## src/rtl/spi_register_bank.sv

```systemverilog
// Register bank behind the SPI slave: ID, status, W1C IRQ flags with mask, general config registers.
// Define SPI_REGISTER_BANK_SHADOW_EN for shadowed general registers committed at transaction end.
module spi_register_bank #(
   parameter int          NUM_REGISTERS = 32,
   parameter int          ADDRESS_WIDTH = $clog2(NUM_REGISTERS),
   parameter logic [7:0]  DEVICE_ID     = 8'hA5
) (
   input  logic                            CLK,
   input  logic                            RESET_N,
   input  logic                            SSEL,
   input  logic [ADDRESS_WIDTH-1:0]        ADDRESS,
   input  logic [7:0]                      WRITE_DATA,
   input  logic                            WREN,
   output logic [7:0]                      READ_DATA,
   input  logic [7:0]                      EVENT_IN,
   output logic                            IRQ,
   output logic [8*(NUM_REGISTERS-8)-1:0]  CFG_OUT,
   output logic                            COMMIT
);

   localparam logic [ADDRESS_WIDTH-1:0] A_ID     = ADDRESS_WIDTH'(0);
   localparam logic [ADDRESS_WIDTH-1:0] A_STATUS = ADDRESS_WIDTH'(1);
   localparam logic [ADDRESS_WIDTH-1:0] A_FLAGS  = ADDRESS_WIDTH'(2);
   localparam logic [ADDRESS_WIDTH-1:0] A_MASK   = ADDRESS_WIDTH'(3);
   localparam logic [ADDRESS_WIDTH-1:0] A_GEN    = ADDRESS_WIDTH'(8);

   logic [7:0] r_flags;
   logic [7:0] r_mask;
   logic       r_irq;
   logic [7:0] w_status;
   logic       w_wr_gen;
   logic       w_wr_flags;
   logic       w_wr_mask;

   // General registers indexed directly by address; reg 8 lands in the low byte of CFG_OUT.
   logic [NUM_REGISTERS-1:8][7:0] r_live;

   assign w_wr_gen   = WREN && (ADDRESS >= A_GEN);
   assign w_wr_flags = WREN && (ADDRESS == A_FLAGS);
   assign w_wr_mask  = WREN && (ADDRESS == A_MASK);

   always_ff @(posedge CLK or negedge RESET_N) begin
      if (!RESET_N) begin
         r_flags <= '0;
         r_mask  <= '0;
         r_irq   <= 1'b0;
      end else begin
         // Clear first, then set, so a same-cycle event wins over a W1C.
         r_flags <= (r_flags & ~(w_wr_flags ? WRITE_DATA : 8'h00)) | EVENT_IN;
         if (w_wr_mask) r_mask <= WRITE_DATA;
         r_irq <= |(r_flags & r_mask);
      end
   end

`ifdef SPI_REGISTER_BANK_SHADOW_EN
   logic [NUM_REGISTERS-1:8][7:0] r_shadow;
   logic [NUM_REGISTERS-1:8][7:0] w_shadow_next;
   logic [1:0]                    r_ssel_sync;
   logic                          r_ssel_prev;
   logic                          r_dirty;
   logic                          r_commit;
   logic [5:0]                    r_commit_cnt;
   logic                          w_txn_end;
   logic                          w_do_commit;

   always_comb begin
      w_shadow_next = r_shadow;
      if (w_wr_gen) w_shadow_next[ADDRESS] = WRITE_DATA;
   end

   assign w_txn_end   = r_ssel_sync[1] & ~r_ssel_prev;
   assign w_do_commit = w_txn_end & r_dirty;

   always_ff @(posedge CLK or negedge RESET_N) begin
      if (!RESET_N) begin
         r_ssel_sync  <= '1;
         r_ssel_prev  <= 1'b1;
         r_shadow     <= '0;
         r_live       <= '0;
         r_dirty      <= 1'b0;
         r_commit     <= 1'b0;
         r_commit_cnt <= '0;
      end else begin
         r_ssel_sync <= {r_ssel_sync[0], SSEL};
         r_ssel_prev <= r_ssel_sync[1];
         r_shadow    <= w_shadow_next;
         r_commit    <= w_do_commit;
         // Commit copies the next shadow so a write on the closing edge is included.
         if (w_do_commit) begin
            r_live       <= w_shadow_next;
            r_commit_cnt <= r_commit_cnt + 6'd1;
            r_dirty      <= 1'b0;
         end else if (w_wr_gen) begin
            r_dirty <= 1'b1;
         end
      end
   end

   assign COMMIT   = r_commit;
   assign w_status = {r_commit_cnt, r_dirty, r_irq};
`else
   logic w_unused_ssel;

   assign w_unused_ssel = SSEL;

   always_ff @(posedge CLK or negedge RESET_N) begin
      if (!RESET_N) begin
         r_live <= '0;
      end else if (w_wr_gen) begin
         r_live[ADDRESS] <= WRITE_DATA;
      end
   end

   assign COMMIT   = 1'b0;
   assign w_status = {7'b0, r_irq};
`endif

   always_comb begin
      READ_DATA = 8'h00;
      if (ADDRESS >= A_GEN) begin
`ifdef SPI_REGISTER_BANK_SHADOW_EN
         READ_DATA = r_shadow[ADDRESS];
`else
         READ_DATA = r_live[ADDRESS];
`endif
      end else begin
         case (ADDRESS)
            A_ID:     READ_DATA = DEVICE_ID;
            A_STATUS: READ_DATA = w_status;
            A_FLAGS:  READ_DATA = r_flags;
            A_MASK:   READ_DATA = r_mask;
            default:  READ_DATA = 8'h00;
         endcase
      end
   end

   assign IRQ     = r_irq;
   assign CFG_OUT = r_live;

endmodule

```

## config.mk

```make
export PLATFORM = sky130hd
export DESIGN_NAME = spi_register_bank
export DESIGN_NICKNAME = d
export VERILOG_FILES = /design/src/rtl/spi_register_bank.sv
export SDC_FILE = /design/constraint.sdc
export NUM_CORES = 1
export LEC_CHECK = 0
export CORE_ASPECT_RATIO = 1.4
export CORE_MARGIN = 5
export CORE_UTILIZATION = 50
export DETAILED_ROUTE_END_ITERATION = 12
export PLACE_DENSITY = 0.88
export SYNTH_ARGS = -nofsm -noshare
export SYNTH_HDL_FRONTEND = slang
export SYNTH_SLANG_ARGS = --single-unit
```

## constraint.sdc

```tcl
create_clock -name CLK -period 2.95 [get_ports CLK]
set_input_delay 0.59 -clock CLK [delete_from_list [all_inputs] [get_ports CLK]]
set_output_delay 0.59 -clock CLK [all_outputs]
set_load 0.02 [all_outputs]
```

==> flow_summary.html, run 1 <==
<table>
<tr><th>Metric</th><th>Value</th></tr>
<tr><th colspan="2">Run status</th></tr>
<tr><td>Status</td><td>finished, final reports clean</td></tr>
<tr><th colspan="2">Timing</th></tr>
<tr><td>Final TNS setup</td><td>0 ns</td></tr>
<tr><td>Max-Slew Margin vs Limit</td><td>0.5837</td></tr>
<tr><td>Max Transition Viols Final</td><td>0</td></tr>
<tr><td>Unrepaired setup endpoints after global routing</td><td>false</td></tr>
<tr><td>Setup violations, final</td><td>0</td></tr>
<tr><td>Hold Fails Final Rpt</td><td>0</td></tr>
<tr><td>Tightest Pin Transition</td><td>0.6245 ns</td></tr>
<tr><td>Clock skew</td><td>0.002582 ns</td></tr>
<tr><td>Max frequency</td><td>0.3498 GHz</td></tr>
<tr><td>Least setup slack across all paths after layout</td><td>0.09089 ns</td></tr>
<tr><td>Crit share post-route</td><td>0.9692</td></tr>
<tr><td>Final critical path time including I/O delays and setup</td><td>2.859 ns</td></tr>
<tr><th colspan="2">Logic synthesis</th></tr>
<tr><td>Fraction of registers with async set or reset after synthesis</td><td>1.000</td></tr>
<tr><td>Area leader, netlist</td><td>sky130_fd_sc_hd__dfrtp_1</td></tr>
<tr><td>Most numerous cell types in the synthesized netlist</td><td>sky130_fd_sc_hd__dfrtp_1 (209), sky130_fd_sc_hd__mux2_2 (201), sky130_fd_sc_hd__mux2i_1 (50), sky130_fd_sc_hd__nand2_1 (31), sky130_fd_sc_hd__mux4_2 (27)</td></tr>
<tr><td>Register bit count reported by yosys</td><td>209</td></tr>
<tr><td>Post-synth top area share</td><td>0.5311</td></tr>
<tr><td>Most used standard cell by instance count after synthesis</td><td>sky130_fd_sc_hd__dfrtp_1</td></tr>
<tr><td>Post-Synthesis Mean Instance Area</td><td>14.29 um2</td></tr>
<tr><td>Most instantiated flip-flop cell in the synthesis netlist</td><td>sky130_fd_sc_hd__dfrtp_1</td></tr>
<tr><td>Unique cell type count in the Yosys netlist</td><td>42</td></tr>
<tr><td>Number of enable flip-flop cells after synthesis</td><td>0</td></tr>
<tr><td>Synth Warn #</td><td>0</td></tr>
<tr><td>Area contributors post-synth</td><td>sky130_fd_sc_hd__dfrtp_1 (53%), sky130_fd_sc_hd__mux2_2 (23%), sky130_fd_sc_hd__mux4_2 (6.2%)</td></tr>
<tr><td>Synthesized netlist cell count</td><td>689</td></tr>
<tr><td>Number of nets in the synthesized netlist</td><td>714</td></tr>
<tr><td>Sequential share of the synthesized area</td><td>0.5311</td></tr>
<tr><td>Post-Synthesis Cell Area</td><td>9848 um2</td></tr>
<tr><th colspan="2">Power</th></tr>
<tr><td>Total power</td><td>0.009250 W</td></tr>
<tr><td>Sequential group share of total power</td><td>0.411</td></tr>
<tr><td>Power per standard cell area</td><td>678.7 nW/um2</td></tr>
<tr><td>Sw Share</td><td>0.3140</td></tr>
<tr><td>Largest voltage drop on the vdd net</td><td>0.0005587 V</td></tr>
<tr><td>Net Sw Power</td><td>0.002904 W</td></tr>
<tr><td>Leakage component of the power</td><td>6.045 nW</td></tr>
<tr><td>Clock Power Share</td><td>0.279</td></tr>
<tr><td>Cell internal pwr</td><td>0.006346 W</td></tr>
<tr><td>Comb power frac</td><td>0.310</td></tr>
<tr><th colspan="2">Layout</th></tr>
<tr><td>Fraction of layout cells with a size suffix above 1</td><td>0.3984</td></tr>
<tr><td>Post-route core utilization</td><td>0.7064</td></tr>
<tr><td>Non-filler instance count after layout</td><td>1237</td></tr>
<tr><td>Number of antenna cells inserted</td><td>0</td></tr>
<tr><td>Total Nets Final</td><td>1000</td></tr>
<tr><td>Layout Area Growth over Synthesis</td><td>38.39%</td></tr>
<tr><th colspan="2">Route</th></tr>
<tr><td>Detailed Route Iter0 Violations</td><td>446</td></tr>
<tr><td>Final ANT Viol Nets</td><td>0</td></tr>
<tr><td>DRC</td><td>0</td></tr>
<tr><td>Average detailed-routed wire length per instance</td><td>25.02 um</td></tr>
<tr><td>Detailed Route WL</td><td>30950 um</td></tr>
<tr><td>Detailed-route via count</td><td>7181</td></tr>
<tr><td>Number of vias per cell</td><td>5.805</td></tr>
<tr><td>Length of the first detailed-routing pass in iterations</td><td>5</td></tr>
<tr><th colspan="2">Min path</th></tr>
<tr><td>Hold Path Class</td><td>input port to async pin</td></tr>
<tr><th colspan="2">GRT</th></tr>
<tr><td>Global-route wire length before repair</td><td>47510 um</td></tr>
<tr><td>Overflow left after global routing</td><td>0</td></tr>
<tr><td>Via count of the first global-routing pass</td><td>7875</td></tr>
<tr><td>Maximum number of pins on one net before global-route repair</td><td>78</td></tr>
<tr><td>Total global routing track utilization</td><td>0.2750</td></tr>
<tr><td>Antenna violations before repair</td><td>0</td></tr>
<tr><th colspan="2">Clocking</th></tr>
<tr><td>Htree depth</td><td>1</td></tr>
<tr><td>CTS root buffer</td><td>sky130_fd_sc_hd__clkbuf_16</td></tr>
<tr><td>Clock Sink Count</td><td>209</td></tr>
<tr><td>CTS clk-pin slew, worst paths</td><td>0.06 ns</td></tr>
<tr><td>Total CTS buffers</td><td>20</td></tr>
<tr><td>CTS tree</td><td>yes</td></tr>
<tr><td>Buffer levels on the longest clock path</td><td>3</td></tr>
<tr><td>Insertion delay to the later sink of the worst-skew pair</td><td>0.50 ns</td></tr>
<tr><th colspan="2">Setup path</th></tr>
<tr><td>Depth of the worst register-to-register path</td><td>2</td></tr>
<tr><td>Arrival time reported for the critical path endpoint</td><td>2.27 ns</td></tr>
<tr><td>Critical Path End Type</td><td>output pin</td></tr>
<tr><td>Setup CP Type</td><td>register to output pin</td></tr>
<tr><td>Worst R2R Start</td><td>r_mask[6]</td></tr>
<tr><td>Worst reg-to-reg setup slack</td><td>2.08 ns</td></tr>
<tr><td>Biggest fanout along the worst timing path</td><td>3</td></tr>
<tr><td>Required time of the worst setup path</td><td>2.36 ns</td></tr>
<tr><td>Kind of start point of the critical path</td><td>register</td></tr>
<tr><td>Capture instance of the worst register-to-register path</td><td>IRQ</td></tr>
<tr><th colspan="2">Die</th></tr>
<tr><td>Area of the core</td><td>19290 um2</td></tr>
<tr><td>Die H</td><td>176.1 um</td></tr>
<tr><td>Initial core utilization</td><td>0.5104</td></tr>
<tr><td>Number of placed I/O pins</td><td>227</td></tr>
<tr><td>Die boundary width</td><td>128.6 um</td></tr>
<tr><td>Total number of placement rows</td><td>60</td></tr>
<tr><td>Total Die Area</td><td>22640 um2</td></tr>
<tr><th colspan="2">Placement</th></tr>
<tr><td>Detail Placement HPWL</td><td>22910 um</td></tr>
<tr><td>Setup WS pre-CTS</td><td>-0.4962 ns</td></tr>
<tr><td>Routability-driven placement congestion ratio</td><td>1.038</td></tr>
<tr><td># placed instances</td><td>1200</td></tr>
<tr><td>Quantity of I/O buffers inserted on ports</td><td>224</td></tr>
<tr><th colspan="2">Flow run</th></tr>
<tr><td>Count of max-cap constraint violations</td><td>0</td></tr>
</table>
[routing by layer]
| metal | track usage | vias to the layer above | wire (um) |
|---|---|---|---|
| met1 | 0.3459 | 3697 | 11880 |
| met4 | 0.1178 | 0 | 1399 |
| met2 | 0.4774 | 278 | 16070 |
| met5 | 0 | - | 0 |
| li1 | - | 3135 | - |
| met3 | 0.03299 | 71 | 1596 |
[power by group through the flow]
stage	clock [W]	sequential [W]	combinational (W)
floorplan	0	0.00428	0.000841
global placement	0	0.00382	0.00282
detailed placement	0	0.00384	0.00287
CTS	0.00262	0.00380	0.00288
global route	0.00272	0.00387	0.00300
finish	0.00258	0.00380	0.00287
[sequential cells by signal, indices dropped and copies added, names as in the netlist]
register and flops:
CFG_OUT 192, IRQ 1, r_flags 8, r_mask 8
[cell type report]
class,instances,area [um2]
clock inverter,7,63.81
inverter,1,3.754
fill,1331,5664
sequential,209,5230
timing repair buffer,306,2963
multi-input combinational,437,4453
clock buffer,29,605.6
tap,248,310.3
[how the worst max path moves through the flow]
stage                 startpoint      endpoint  slack, ns
finish              CFG_OUT[114]  READ_DATA[2]       0.09
global route        CFG_OUT[114]  READ_DATA[2]       0.01
detailed placement    ADDRESS[2]  READ_DATA[7]      -0.50
CTS                   ADDRESS[4]  READ_DATA[0]      -0.02
global placement      ADDRESS[3]  READ_DATA[6]      -0.46
floorplan             ADDRESS[0]  READ_DATA[6]       0.38
[through the flow]
stage | instance area [um2] | hold slack [ns]
floorplan | 9848 | 0.2944
global placement | 12870 | 0.4960
detailed placement | 12870 | 0.5138
CTS | 13590 | 0.1401
global route | 13630 | 0.1724
finish | 13630 | 0.1277
[cell usage in the layout (no fill, tap or decap), types with 8 or more instances in the layout]
| cell type | instances |
|---|---|
| sky130_fd_sc_hd__mux4_2 | 27 |
| sky130_fd_sc_hd__clkdlybuf4s50_1 | 210 |
| sky130_fd_sc_hd__dfrtp_1 | 209 |
| sky130_fd_sc_hd__mux2i_1 | 50 |
| sky130_fd_sc_hd__clkbuf_16 | 21 |
| sky130_fd_sc_hd__a22oi_1 | 12 |
| sky130_fd_sc_hd__buf_4 | 72 |
| sky130_fd_sc_hd__nand3_1 | 10 |
| sky130_fd_sc_hd__buf_12 | 9 |
| sky130_fd_sc_hd__mux2_2 | 201 |
| sky130_fd_sc_hd__nor2_1 | 9 |
| sky130_fd_sc_hd__nor2_2 | 15 |
| sky130_fd_sc_hd__nand2_1 | 31 |
| sky130_fd_sc_hd__a21o_1 | 8 |
[worst max-delay path, stage by stage, from the launching register on]
cell and delay, ns:
sky130_fd_sc_hd__dfrtp_1 0.40, sky130_fd_sc_hd__mux4_2 0.52, sky130_fd_sc_hd__and3_1 0.22, sky130_fd_sc_hd__a211oi_2 0.20
sky130_fd_sc_hd__nand4_1 0.16, sky130_fd_sc_hd__clkdlybuf4s15_2 0.28
[kinds of logic (layout without fill, tap and decap cells)]
logic type / after synthesis / in the layout / synth area share
other: 1 / 1 / 0.0003808
AND/OR/NAND/NOR: 109 / 109 / 0.06708
AO/OA/AOI/OAI: 49 / 49 / 0.03532
flip-flops: 209 / 209 / 0.5311
multiplexers: 278 / 278 / 0.3424
buffers and inverters: 43 / 343 / 0.02376
[repair_timing]
action                                 4_1_cts  5_1_grt
endpoints found under the hold margin        0        0
pin swaps                                    4        0
buffers inserted                             1        0
hold buffers                                 0        0
resized for setup                           41       10
setup endpoints to repair                    8        8
(Power assumes the default switching activity.)
==> run 2, diff against run 1 <==
- SLEW_MARGIN: not set -> 20
==> results of run 2 <==
No change in the layout: final DEF, timing and power equal those of run 1.
